<file path="config.mk">
export PLATFORM = sky130hd
export DESIGN_NAME = con_unit
export DESIGN_NICKNAME = d
export VERILOG_FILES = /design/src/rtl/con_unit.sv
export SDC_FILE = /design/constraint.sdc
export NUM_CORES = 1
export LEC_CHECK = 0
export ABC_CLOCK_PERIOD_IN_PS = 3340
export CORE_ASPECT_RATIO = 0.75
export CORE_UTILIZATION = 47
export CTS_BUF_LIST = sky130_fd_sc_hd__clkbuf_4 sky130_fd_sc_hd__clkbuf_8 sky130_fd_sc_hd__clkbuf_16
export DETAILED_ROUTE_END_ITERATION = 12
export MAX_ROUTING_LAYER = met4
export PLACE_DENSITY = 0.94
export SYNTH_ARGS = -nofsm -noshare
export SYNTH_HDL_FRONTEND = slang
export SYNTH_SLANG_ARGS = --single-unit
</file>
<file path="constraint.sdc">
create_clock -name clk -period 3.34 [get_ports clk]
set_clock_uncertainty 0.1 [all_clocks]
set_input_delay 0.835 -clock clk [delete_from_list [all_inputs] [get_ports clk]]
set_output_delay 0.835 -clock clk [all_outputs]
set_load 0.005 [all_outputs]
</file>
<file path="src/rtl/con_unit.sv">
// Conditional-branch evaluation unit: captures a condition code and operand(s), holds the result in q.
// Optional two-operand signed compares (codes 6/7) built only when CON_UNIT_CMP_EN is defined.
module con_unit #(
    parameter int unsigned DATA_W   = 32,
    parameter int unsigned IR_W     = 32,
    parameter int unsigned COND_LSB = 19,
    parameter int unsigned COND_W   = 2,
    parameter int unsigned CNT_W    = 16
) (
    input  logic              clk,
    input  logic              rst_n,
    input  logic [IR_W-1:0]   ir,
    input  logic [DATA_W-1:0] bus,
    input  logic              con_in,
    output logic              q,
    output logic              q_valid,
    output logic              busy,
    output logic [CNT_W-1:0]  taken_cnt
);

`ifdef CON_UNIT_CMP_EN
    typedef enum logic [1:0] {IDLE = 2'd0, EVAL = 2'd2, WAIT_B = 2'd1} state_t;
`else
    typedef enum logic [1:0] {IDLE = 2'd0, EVAL = 2'd2} state_t;
`endif

    state_t              state_q, state_d;
    logic [2:0]          cc_q, cc_d, cc_in;
    logic [DATA_W-1:0]   a_q, a_d;
`ifdef CON_UNIT_CMP_EN
    logic [DATA_W-1:0]   b_q, b_d;
`endif
    logic                q_q, q_d;
    logic                q_valid_q, q_valid_d;
    logic                busy_q, busy_d;
    logic [CNT_W-1:0]    taken_cnt_q, taken_cnt_d;
    logic                result;

    // Only the condition field of ir is consumed; the rest of the word is don't-care.
    logic unused_ir;
    assign unused_ir = ^ir;

    always_comb begin
        cc_in = '0;
        cc_in[COND_W-1:0] = ir[COND_LSB +: COND_W];

        result = 1'b0;
        case (cc_q)
            3'd0: result = (a_q == '0);
            3'd1: result = (a_q != '0);
            3'd2: result = ~a_q[DATA_W-1];
            3'd3: result = a_q[DATA_W-1];
            3'd4: result = 1'b1;
            3'd5: result = 1'b0;
`ifdef CON_UNIT_CMP_EN
            3'd6: result = ($signed(a_q) < $signed(b_q));
            3'd7: result = ($signed(a_q) >= $signed(b_q));
`endif
            default: result = 1'b0;
        endcase

        state_d     = state_q;
        cc_d        = cc_q;
        a_d         = a_q;
`ifdef CON_UNIT_CMP_EN
        b_d         = b_q;
`endif
        q_d         = q_q;
        q_valid_d   = 1'b0;
        taken_cnt_d = taken_cnt_q;

        case (state_q)
            IDLE: begin
                if (con_in) begin
                    cc_d    = cc_in;
                    a_d     = bus;
                    state_d = EVAL;
`ifdef CON_UNIT_CMP_EN
                    if (cc_in[2:1] == 2'b11) state_d = WAIT_B;
`endif
                end
            end
`ifdef CON_UNIT_CMP_EN
            WAIT_B: begin
                if (con_in) begin
                    b_d     = bus;
                    state_d = EVAL;
                end
            end
`endif
            EVAL: begin
                q_d       = result;
                q_valid_d = 1'b1;
                if (result && (taken_cnt_q != '1)) taken_cnt_d = taken_cnt_q + 1'b1;
                state_d   = IDLE;
            end
            default: state_d = IDLE;
        endcase

        busy_d = (state_d != IDLE);
    end

    always_ff @(posedge clk) begin
        if (!rst_n) begin
            state_q     <= IDLE;
            cc_q        <= '0;
            a_q         <= '0;
`ifdef CON_UNIT_CMP_EN
            b_q         <= '0;
`endif
            q_q         <= 1'b0;
            q_valid_q   <= 1'b0;
            busy_q      <= 1'b0;
            taken_cnt_q <= '0;
        end else begin
            state_q     <= state_d;
            cc_q        <= cc_d;
            a_q         <= a_d;
`ifdef CON_UNIT_CMP_EN
            b_q         <= b_d;
`endif
            q_q         <= q_d;
            q_valid_q   <= q_valid_d;
            busy_q      <= busy_d;
            taken_cnt_q <= taken_cnt_d;
        end
    end

    assign q         = q_q;
    assign q_valid   = q_valid_q;
    assign busy      = busy_q;
    assign taken_cnt = taken_cnt_q;

endmodule

</file>
==> impl_metrics.json, run 1 <==
{
  "initial_core_util_pct": 49.8,
  "regToRegStartpoint": "taken_cnt[0]",
  "clk_path_buf_depth": 2,
  "synth_top_cell_area_share_pct": 48.9,
  "numCtsBuffers": 5,
  "ir_drop_v": 0.000277,
  "ys_seq_area_share_pct": 48.9,
  "grt_max_degree": 37,
  "worstPathRequired_ns": 3.48,
  "async_reset_ff_share_pct": 0,
  "slew_violations": 0,
  "post_cts_resized": 0,
  "synth_cell_types": 30,
  "grtUsageTotal_pct": 20.4,
  "status": "complete, no violations",
  "synthToLayoutAreaGrowth_pct": 30.3,
  "yosys-top-cells-area": "dfxtp_1 (49%), nand2_1 (14%), a21oi_1 (10%)",
  "cp_max_fo": 27,
  "clk_latency_ns": 0.32,
  "setup_viol": 0,
  "grt_overflow_total": 0,
  "wirelength_um": 4740,
  "numPortBuffers": 55,
  "worst_path_largest_cell_delay_ns": 0.64,
  "crit_path_top_delay_cell": "or4_1",
  "synth_most_common_cell": "nand2_1",
  "synthesis.instances": 276,
  "maxCapViolations": 0,
  "n_fill_cell": 405,
  "gp_congestion": 0.813,
  "yosys_warnings": 0,
  "die_height_um": 61.9,
  "power_w": 0.00121,
  "routed_via_density": 5.35,
  "powerDensity_nw_per_um2": 412,
  "first_global_vias": 1714,
  "cts_root_buf": "clkbuf_8",
  "drcViolationCount": 0,
  "ys.flop_type": "dfxtp_1",
  "die_width_um": 81.9,
  "worst-path-buf-inv": 0,
  "period_minus_slack_ns": 2.61,
  "startpoint_type": "flop",
  "synth_area_per_cell_um2": 8.15,
  "route.vias.total": 2042,
  "period_share_pct": 78.0,
  "critPathTopFamily": "simple AND/OR/NAND/NOR gates",
  "firstDrtPassIters": 4,
  "cpMostUsedCell": "and3_1",
  "cts_tree": "built",
  "crit_type": "flop to flop",
  "relSlewSlack_pct": 33.6,
  "ios": 86,
  "antennaDiodeCount": 0,
  "arrival_ns": 2.74,
  "drive_gt1_share_pct": 4.62,
  "worstMarginPinSlew_ns": 0.991,
  "dp_hpwl_um": 3350,
  "crit_chain": "ha_1 -> and3_1 -> and3_1 -> nand4_1 -> nand2_1 -> or4_1 -> a21oi_1",
  "crit_path_end_kind": "flop",
  "clock.fmax_mhz": 384,
  "holdBufCountCts": 0,
  "cts_sinks": 55,
  "min_from": "a_q[4]",
  "fp.coreArea_um2": 4520,
  "antenna_found_initial": 0,
  "ys_ff_latch": 55,
  "dr.first_iter.drc_count": 100,
  "path_clk_slew_ns": 0.10,
  "num_rows": 21,
  "ant_nets": 0,
  "synthesis.area_um2": 2250,
  "timing.critical_path.from": "taken_cnt[0]",
  "fin_nets": 392,
  "rsz0062_at_grt": "false",
  "die-area_um2": 5070,
  "ys_top_cells_by_count": "nand2_1 (81), dfxtp_1 (55), a21oi_1 (45)",
  "synth_edf_count": 0,
  "grt_pass1_wl_um": 7490,
  "hp-class": "flop to flop",
  "syn_nets": 344,
  "h-tree-depth": 2,
  "yosysTopAreaCell": "dfxtp_1",
  "hold_viol_final": 0,
  "wl_per_cell_um": 12.4,
  "post_cts_buffers": 0,
  "p_leak_nw": 0.987,
  "setup_tns_ns": 0
}
-- worst reg2reg max path, stage by stage, from the launching register on --
cell     delay [ns]
dfxtp_1        0.36
ha_1           0.23
and3_1         0.22
and3_1         0.22
nand4_1        0.15
nand2_1        0.45
or4_1          0.65
a21oi_1        0.16
-- per-stage QoR --
step | instances | utilization [%] | cell area [µm²] | worst slack, ns | hold slack (ns)
2_1_floorplan | 276 | - | 2250 | 1.27 | 0.336
5_1_grt | 382 | 64.8 | 2930 | 0.580 | 0.380
3_5_place_dp | 374 | 62.7 | 2830 | 0.806 | 0.347
3_3_place_gp | 374 | 62.7 | 2830 | 0.912 | 0.343
4_1_cts | 382 | 64.8 | 2930 | 0.784 | 0.362
6_report | 382 | 64.8 | 2930 | 0.735 | 0.360
-- path summary, 6_finish.rpt --
path	slack, ns	depth (start not counted)	endpoint
setup reg to reg	0.73	7	taken_cnt[14]
setup / recovery	0.73	7	taken_cnt[14]
hold / removal	0.36	2	a_q[4]
hold reg to reg	0.36	2	a_q[4]
-- registers in the layout, summed over array words and instances (netlist names) --
register	cells
q_valid	1
busy	1
state_q	2
cc_q	2
taken_cnt	16
a_q	32
q	1
-- layer usage --
metal	up-vias	GRT usage, %	routed length [µm]
met5	-	-	0
met4	0	6.77	39
met3	5	5.55	332
met2	56	33.2	2240
met1	927	24.6	2120
li1	1054	-	-
-- where the power goes --
part / internal [W] / switching, W / leakage, nW / total [W]
clock network: 0.000154 / 0.000225 / 0.0463 / 0.000379
logic: 0.0000691 / 0.0000703 / 0.494 / 0.000139
registers: 0.000677 / 0.0000124 / 0.447 / 0.000689
-- cells by family after synthesis --
kind of cell,after synthesis,share of synthesized area [%]
AO/OA/AOI/OAI,60,15.4
flip-flops,55,48.9
multiplexers,4,1.78
other,1,0.167
AND/OR/NAND/NOR,133,28.4
buffers and inverters,20,3.73
XOR/XNOR,2,1.11
adder cells (fa/ha/maj),1,0.556
-- area by class of cell --
class | instances | area [µm²] | area share, %
flip-flops and latches | 55 | 1100 | 37.6
well taps | 57 | 71.3 | 2.43
repair buffers | 58 | 586 | 20.0
inverters | 3 | 11.3 | 0.384
clock inverters | 3 | 27.5 | 0.939
clock buffers | 5 | 68.8 | 2.35
multi-input cells | 201 | 1060 | 36.3
-- cells in the final DEF, fill, tap and decap left out, types with 2 or more instances in the layout --
| master | instances |
|---|---|
| o21ai_0 | 3 |
| nand2b_1 | 5 |
| or4_1 | 9 |
| and3_1 | 4 |
| clkbuf_8 | 5 |
| nand2_1 | 81 |
| nor4_1 | 10 |
| o31ai_1 | 9 |
| dfxtp_1 | 55 |
| nor4_2 | 2 |
| inv_1 | 3 |
| nor2_1 | 4 |
| nand3_1 | 5 |
| and2_1 | 2 |
| nand4_1 | 7 |
| mux2i_1 | 4 |
| clkdlybuf4s50_1 | 55 |
| buf_4 | 2 |
| a21oi_1 | 45 |
No activity file was read; power rests on OpenSTA's default activity.
==> inputs of run 2 (changes only) <==
Settings changed: ABC_CLOCK_PERIOD_IN_PS 3340 to 2200, CORE_UTILIZATION 47 to 39, PLACE_DENSITY 0.94 to 0.84.
Clock period 3.34 ns to 2.2 ns, I/O delays scaled along.
==> impl_metrics.json, run 2 (synthesized netlist as in run 1, its figures left out) <==
{
  "hold-path-cell-count": 2,
  "first_global_vias": 2053,
  "clk_latency_ns": 0.31,
  "whs_ns": 0.361,
  "period_minus_slack_ns": 2.31,
  "powerDensity_nw_per_um2": 633,
  "final_common_cell": "nand2_1",
  "num_rows": 23,
  "grt_max_degree": 48,
  "crit_path_top_delay_cell": "or4_4",
  "ios": 86,
  "path_clk_slew_ns": 0.10,
  "synthToLayoutAreaGrowth_pct": 51.7,
  "top_register": "a_q",
  "hp-class": "flop to flop",
  "setup_tns_ns": -0.379,
  "drive_gt1_share_pct": 17.3,
  "status": "complete, but fails checks",
  "p_comb_share_pct": 14.7,
  "crit_type": "flop to flop",
  "numPortBuffers": 55,
  "slew_violations": 0,
  "dp_hpwl_um": 3830,
  "antenna_found_initial": 0,
  "grt_pass1_wl_um": 9240,
  "holdBufCountCts": 0,
  "cts_sinks": 55,
  "firstDrtPassIters": 4,
  "largest_reg_flops": 32,
  "die_width_um": 89.7,
  "clkPwrFrac_pct": 36.6,
  "mostFrequentLayoutCells": "nand2_1 (81), clkdlybuf4s50_1 (55), dfxtp_1 (53), a21oi_1 (41), buf_4 (20)",
  "internal_power_w": 0.00167,
  "crit_chain": "nor4_2 -> nand4_1 -> o31ai_4 -> buf_6 -> xnor2_4 -> or4_4 -> a21oi_2",
  "numCtsBuffers": 5,
  "grt_overflow_total": 0,
  "arrival_ns": 2.46,
  "seq_power_share_pct": 48.7,
  "period_share_pct": 105,
  "worstMarginPinSlew_ns": 0.602,
  "die-area_um2": 6080,
  "dr.first_iter.drc_count": 101,
  "die_height_um": 67.8,
  "cp_max_fo": 6,
  "relSlewSlack_pct": 59.8,
  "maxCapViolations": 0,
  "clk_path_buf_depth": 2,
  "n_fill_cell": 458,
  "worstPathRequired_ns": 2.35,
  "switching_power_w": 0.000492,
  "initial_core_util_pct": 41.4,
  "setup_viol": 7,
  "cts_root_buf": "clkbuf_8",
  "route.vias.total": 2228,
  "p_leak_nw": 1.23,
  "clock.fmax_mhz": 433,
  "wirelength_um": 5810,
  "p_sw_share_pct": 22.7,
  "ant_nets": 0,
  "hold_viol_final": 0,
  "grtUsageTotal_pct": 19.9,
  "post_dp_cell_area_um2": 3030,
  "fp.coreArea_um2": 5440,
  "place_inst": 413,
  "rsz0062_at_grt": "true",
  "worst_path_largest_cell_delay_ns": 0.57,
  "final_cells": 427,
  "h-tree-depth": 2,
  "gp_congestion": 0.794,
  "drcViolationCount": 0,
  "pre_cts_ws_ns": -0.158,
  "r2r_cells": 7,
  "ir_drop_v": 0.000304,
  "antennaDiodeCount": 0,
  "setup_slack_ns": -0.109,
  "startpoint_type": "flop",
  "fin_area_um2": 3410,
  "violations": "negative setup slack",
  "wl_per_cell_um": 13.6,
  "cts_tree": "built",
  "routed_via_density": 5.22,
  "fin_nets": 419,
  "crit_path_end_kind": "flop"
}
run 2: cell count changes in the layout (fill, tap and decap cells not counted), moves of 3 or more:
cell,previous run,this run
nor4_1,10,2
nor4_2,2,6
nor4_4,0,4
buf_4,2,20
a21oi_1,45,41
a21oi_2,0,4
buf_6,0,6
xnor2_4,0,3
run 2: timing repair:
action                                  4_1_cts  5_1_grt
resized for setup                            11       22
pin swaps                                     8       21
buffers inserted                              2        2
cloned                                        2        0
endpoints found under the setup margin       15       15
run 2: final cells by class:
class | count | area (µm²) | area share [%]
Clock buffer | 6 | 76.3 | 2.24
Sequential cell | 55 | 1100 | 32.3
Inverter | 3 | 11.3 | 0.330
Clock inverter | 2 | 60.1 | 1.76
Timing Repair Buffer | 83 | 808 | 23.7
Multi-Input combinational cell | 203 | 1260 | 36.9
Tap cell | 75 | 93.8 | 2.75
run 2: power by group through the flow:
stage	logic (W)	clock network [W]	registers [W]
global placement	0.000238	0	0.00107
global route	0.000344	0.000834	0.00106
CTS	0.000285	0.000810	0.00105
finish	0.000318	0.000791	0.00105
floorplan	0.000125	0	0.00106
detailed placement	0.000244	0	0.00107
run 2: per-stage QoR:
step                power [W]  utilization (%)
floorplan             0.00119                -
global placement      0.00130             55.6
detailed placement    0.00131             55.6
CTS                   0.00215             60.4
global route          0.00224             62.8
finish                0.00216             62.8
run 2: routing by layer:
layer | wire (µm) | vias up | track usage [%]
met2 | 2900 | 65 | 33.5
met1 | 2500 | 1038 | 23.9
met5 | 0 | - | -
met4 | 106 | 0 | 7.99
met3 | 310 | 14 | 4.05
li1 | - | 1111 | -
run 2: final timing paths:
kind	from	end	slack [ns]
max reg2reg	a_q[0]	taken_cnt[7]	-0.11
min	a_q[21]	a_q[21]	0.36
max	a_q[0]	taken_cnt[7]	-0.11
min reg2reg	a_q[21]	a_q[21]	0.36
run 2: critical path, delay by kind of cell, from the launching register on:
kind	cells	cell delay, ns
simple gates	3	1.08
compound gates	2	0.44
flops	1	0.33
buf+inv	1	0.18
xor+xnor	1	0.11
==> RTL change 1 (settings of run 2) <==
Remove the register `q_valid_q`: a continuous assignment takes its place, so the output `q_valid` follows one clock earlier.
--- a/src/rtl/con_unit.sv
+++ b/src/rtl/con_unit.sv
@@ -109,7 +109,6 @@
             b_q         <= '0;
 `endif
             q_q         <= 1'b0;
-            q_valid_q   <= 1'b0;
             busy_q      <= 1'b0;
             taken_cnt_q <= '0;
         end else begin
@@ -120,11 +119,12 @@
             b_q         <= b_d;
 `endif
             q_q         <= q_d;
-            q_valid_q   <= q_valid_d;
             busy_q      <= busy_d;
             taken_cnt_q <= taken_cnt_d;
         end
     end
+
+    assign q_valid_q = q_valid_d;
 
     assign q         = q_q;
     assign q_valid   = q_valid_q;
Formal check against the unedited RTL: not equivalent (a bounded check fails within 4 cycles, from zero or initial values and one cycle with rst_n low).
==> RTL change 1 against run 2 <==
The flow still finishes with violations (setup timing). Sequential share of layout area grew 1.7 points. Critical path depth stayed put. Sequential cell count decreased by 1. Final area fell by 6.6%. Routed wire length is 7.0% lower. Worst setup slack improved by 0.038 ns. Worst hold slack improved by 0.011 ns. Power is 14% lower. Synthesized area fell by 0.95%. Critical endpoint is now taken_cnt[4]$_SDFFE_PN0P_. Largest power group unchanged.
==> RTL change 1: results (changes against run 2) <==
[global_route]
gr-usage-met1 = 0.2406  ; +0.002110
grt_use_total = 0.1963  ; -0.002693
antenna_found_initial = 0  ; unchanged
grt_pass1_vias = 2042  ; -0.54%
grt_util_met3 = 0.03667  ; -0.003866
use_met2 = 0.3340  ; -0.0006459
grt_first_pass_wirelength_mm = 8.928  ; -3.4%
grt_start_max_net_pins = 48  ; unchanged

[placement]
dp_cells = 410  ; -0.73%
place_congestion = 0.8029  ; +1.1%
dp.final_hpwl_mm = 3.786  ; -1.2%

[yosys]
syn_nets = 342  ; -0.58%
synth_compound_area_frac = 0.1617  ; +0.008203
ys_warn_count = 0  ; unchanged
synth_adder_area_share = 0.005615  ; +0.00005309
synthCells = 274  ; -0.72%
async_flop_share = 0  ; unchanged
synth_area_leaders = dfxtp_1 49%, nand2_1 13%, a21oi_1 10%
synth_common_cells = 79 x nand2_1, 54 x dfxtp_1, 45 x a21oi_1
synth_cell_types = 32  ; +6.7%
yosysSeqAreaShare = 0.4851  ; -0.004312
synth_mux_area_frac = 0.01797  ; +0.0001699
synthXorXnorAreaFrac = 0.01123  ; +0.0001062

[finish]
largest_reg_flops = 32  ; unchanged
drive_above_1_share = 0.1483  ; -0.02504
final_common_cell = nand2_1
fin_cells = 419  ; -1.9%

[pwr]
switching_share = 0.2439  ; +0.01640
leakage_nw = 1.146  ; -6.9%
ir_worst_vdd_uv = 268.3  ; -12%

[sta]
setup_ws_ns = -0.07086  ; +0.03767 ns
final-setup-viol-count = 9  ; +2

[clock_tree]
clkTransAtPathRegs_ns = 0.09
clk_path_buf_depth = 2  ; unchanged
clock_latency_ns = 0.29  ; -0.02 ns
htreeDepth = 2  ; unchanged
cts_num_sinks = 54  ; -1.8%

[worst_setup_path]
cpPeakStageDelay_ns = 0.52  ; -0.05 ns
cp_top_family = simple AND/OR/NAND/NOR gates
worst-path-max-fanout = 22  ; +16
arrival_ns = 2.41  ; -0.05 ns

[routing]
drt_iter0_drc = 68  ; -33%
drtPass1Iterations = 4  ; unchanged
vias_per_cell = 5.069  ; -2.8%
drt_wl_total_mm = 5.408  ; -7.0%

[run_status]
violations = setup timing
status = finished, violations left

[RTL change 1: cell count changes after synthesis, sizes merged, moves of 2 or more]
cell | before | now
nand4 | 7 | 5
nand2b | 5 | 7
nand2 | 81 | 79
nand3 | 5 | 8
[RTL change 1: cells by family (layout without fill, tap and decap cells)]
logic type | after synthesis | after routing
and+or+nand+nor | 130 | 130
AOI/OAI and AO/OA | 61 | 61
DFF | 54 | 54
buffers and inverters | 21 | 91
muxes | 4 | 4
xor gates and xnor gates | 2 | 2
adders and majority gates | 1 | 1
other | 1 | 1
[RTL change 1: layer usage]
metal / vias up / share of wire / wire, um
li1: 1090 / - / -
met1: 972 / 0.49 / 2661
met2: 58 / 0.46 / 2490
met3: 4 / 0.038 / 208
met4: 0 / 0.0089 / 48
met5: - / 0 / 0
[RTL change 1: metrics by stage]
stage	area [um2]	setup TNS [ns]	setup WS [ns]	power [W]	hold WS [ns]
floorplan	2228	0	0.02483	0.001171	0.3360
global placement	3012	-0.5126	-0.06792	0.001291	0.3424
detailed placement	3012	-1.234	-0.1533	0.001298	0.3479
CTS	3164	-0.2111	-0.04295	0.001873	0.3699
global route	3189	-1.865	-0.1735	0.001943	0.4027
finish	3189	-0.4550	-0.07086	0.001856	0.3723
[RTL change 1: final cells by class]
cell class                      count  area [um2]
Inverter                            4       15.01
Tap cell                           75       93.84
Clock inverter                      2       12.51
Multi-Input combinational cell    199        1132
Fill cell                         508        2221
Timing Repair Buffer               79       768.2
Sequential cell                    54        1085
Clock buffer                        6       82.58
[RTL change 1: power groups by stage]
stage          Combinational, W  Sequential, W  Clock [W]
2_1_floorplan          0.000126        0.00105          0
3_5_place_dp           0.000249        0.00105          0
6_report               0.000261        0.00103   0.000561
3_3_place_gp           0.000243        0.00105          0
5_1_grt                0.000284        0.00104   0.000621
4_1_cts                0.000259        0.00103   0.000582
[RTL change 1: worst paths after layout]
path / from / end / slack (ns) / depth (start not counted)
worst min-delay path: a_q[27]$_SDFFE_PN0P_ / a_q[27]$_SDFFE_PN0P_ / 0.37 / 2
worst max-delay path: a_q[5]$_SDFFE_PN0P_ / taken_cnt[4]$_SDFFE_PN0P_ / -0.07 / 7
worst max register to register: a_q[5]$_SDFFE_PN0P_ / taken_cnt[4]$_SDFFE_PN0P_ / -0.07 / 7
worst min register to register: a_q[27]$_SDFFE_PN0P_ / a_q[27]$_SDFFE_PN0P_ / 0.37 / 2
[RTL change 1: timing repair]
action	4_1_cts	5_1_grt
endpoints found under the setup margin	13	13
resized for setup	10	6
gates cloned	0	0
hold buffers	0	0
pin swaps	6	4
setup buffers	1	0
==> RTL change 2 (config.mk and constraints of run 2) <==
Made on the original files. `CNT_W`: 16 -> 32.
--- a/src/rtl/con_unit.sv
+++ b/src/rtl/con_unit.sv
@@ -5,7 +5,7 @@
     parameter int unsigned IR_W     = 32,
     parameter int unsigned COND_LSB = 19,
     parameter int unsigned COND_W   = 2,
-    parameter int unsigned CNT_W    = 16
+    parameter int unsigned CNT_W    = 32
 ) (
     input  logic              clk,
     input  logic              rst_n,
Ports: changed (resized taken_cnt); port bits go from 86 to 102. No check against the original RTL was run, so the function may have changed too.
==> RTL change 2 against run 2 <==
The flow still finishes with violations (setup timing). Fmax is 3.2% higher. Die area is 43% higher. Global-route usage is 0.084 points lower. Synthesized area is 44% higher. Power is 32% higher. Final area is 31% higher. Critical path depth stayed put. Worst setup slack better by 0.072 ns. Routed wire length is 39% higher. Sequential cell count is 16 higher. Non-clock buffer count is 14 higher. Critical endpoint is now taken_cnt[13]$_SDFFE_PN0P_. Largest power group unchanged.
==> RTL change 2: results (changes against run 2) <==
[yosys]
synth_compound_area_frac = 0.1657  ; +0.01220
synth_area_leaders = dfxtp_1 44%, nand2_1 9.5%, a21oi_1 9.4%
synth_adder_area_share = 0.003862  ; -0.001699
yosysSeqAreaShare = 0.4388  ; -0.05065
synthXorXnorAreaFrac = 0  ; -0.01112
syn_area_um2 = 3239  ; +44%
synth_cell_types = 40  ; +33%
syn_nets = 451  ; +31%

[finish]
buf_share = 0.2132  ; -0.02363
fillers = 750  ; +64%
final-seq-area_um2 = 1429  ; +29%
clock_area_frac = 0.05692  ; +0.01696
num-clock-buffers = 11  ; +5
multi_input_comb_cells = 284  ; +40%
drive_above_1_share = 0.1532  ; -0.02010
nets = 533  ; +27%

[worst_setup_path]
arrival_ns = 2.40  ; -0.06 ns
r2r-start = a_q[1]$_SDFFE_PN0P_
worst-path-max-fanout = 48  ; +42
startpoint = a_q[1]$_SDFFE_PN0P_

[global_route]
grt_pass1_vias = 2954  ; +44%
grt_use_total = 0.1981  ; -0.0008393
grt_first_pass_wirelength_mm = 13.23  ; +43%
grt_start_max_net_pins = 65  ; +35%
gr-usage-met1 = 0.2358  ; -0.002675
grt_util_met3 = 0.05056  ; +0.01002
use_met2 = 0.3277  ; -0.006873

[clock_tree]
clock_latency_ns = 0.34  ; +0.03 ns
htreeDepth = 3  ; +1
cts_num_sinks = 71  ; +29%
numCtsBuffers = 9  ; +4

[sta]
setup_ws_ns = -0.03652  ; +0.07201 ns
setup_tns_ns = -0.09629  ; +0.2828 ns
final-setup-viol-count = 8  ; +1

[pwr]
leakage_nw = 1.553  ; +26%
ir_worst_vdd_uv = 311.7  ; +2.7%

[placement]
io_buffers = 71  ; +29%
place_congestion = 0.7857  ; -1.0%

[routing]
wl_met3_um = 392  ; +26%
m1WireLength_mm = 3.784  ; +51%
drt_iter0_drc = 135  ; +34%
dr_wl_met2_mm = 3.789  ; +31%

[run_status]
status = finished, violations left
violations = setup timing

## RTL change 2: repair_timing
action                                  CTS  global route
endpoints found under the setup margin   30            32
setup buffers                             0             1
gates resized for setup                   5            12
pin swaps                                 3             0
## RTL change 2: critical path, cell delays in order, from the launching register on
cell and delay [ns]:
dfxtp_1 0.32, nor4_1 0.31, nand4_1 0.25, nor3_2 0.23, nor3b_4 0.08, buf_12 0.18, or4_4 0.53, a21oi_2 0.16
## RTL change 2: through the flow
step                setup slack, ns  hold slack [ns]    util  std cells  instance area [um2]
floorplan                    0.2320           0.3360       -        383                 3239
global placement            -0.1020           0.3441  0.5222        558                 4153
detailed placement          -0.1728           0.3471  0.5222        558                 4153
CTS                        -0.03592           0.3571  0.5573        574                 4432
global route                -0.2179           0.3853  0.5639        575                 4484
finish                     -0.03652           0.3582  0.5639        575                 4484
## RTL change 2: kinds of logic (layout without fill, tap and decap cells)
group / count (synthesis) / after routing
AOI/OAI and AO/OA: 93 / 93
buffers and inverters: 28 / 115
and+or+nand+nor: 185 / 185
muxes: 4 / 4
DFF: 71 / 71
other: 1 / 1
adders and majority gates: 1 / 1
## RTL change 2: worst paths after layout
path	to	slack, ns	depth (start not counted)
worst min-delay path	a_q[18]$_SDFFE_PN0P_	0.36	2
worst max-delay path	taken_cnt[13]$_SDFFE_PN0P_	-0.04	7
worst max register to register	taken_cnt[13]$_SDFFE_PN0P_	-0.04	7
worst min register to register	a_q[18]$_SDFFE_PN0P_	0.36	2
## RTL change 2: where the power goes
group | internal [W] | total (W) | switching (W)
combinational | 0.000113 | 0.000207 | 0.0000946
clock | 0.000816 | 0.00130 | 0.000483
sequential | 0.00132 | 0.00134 | 0.0000232
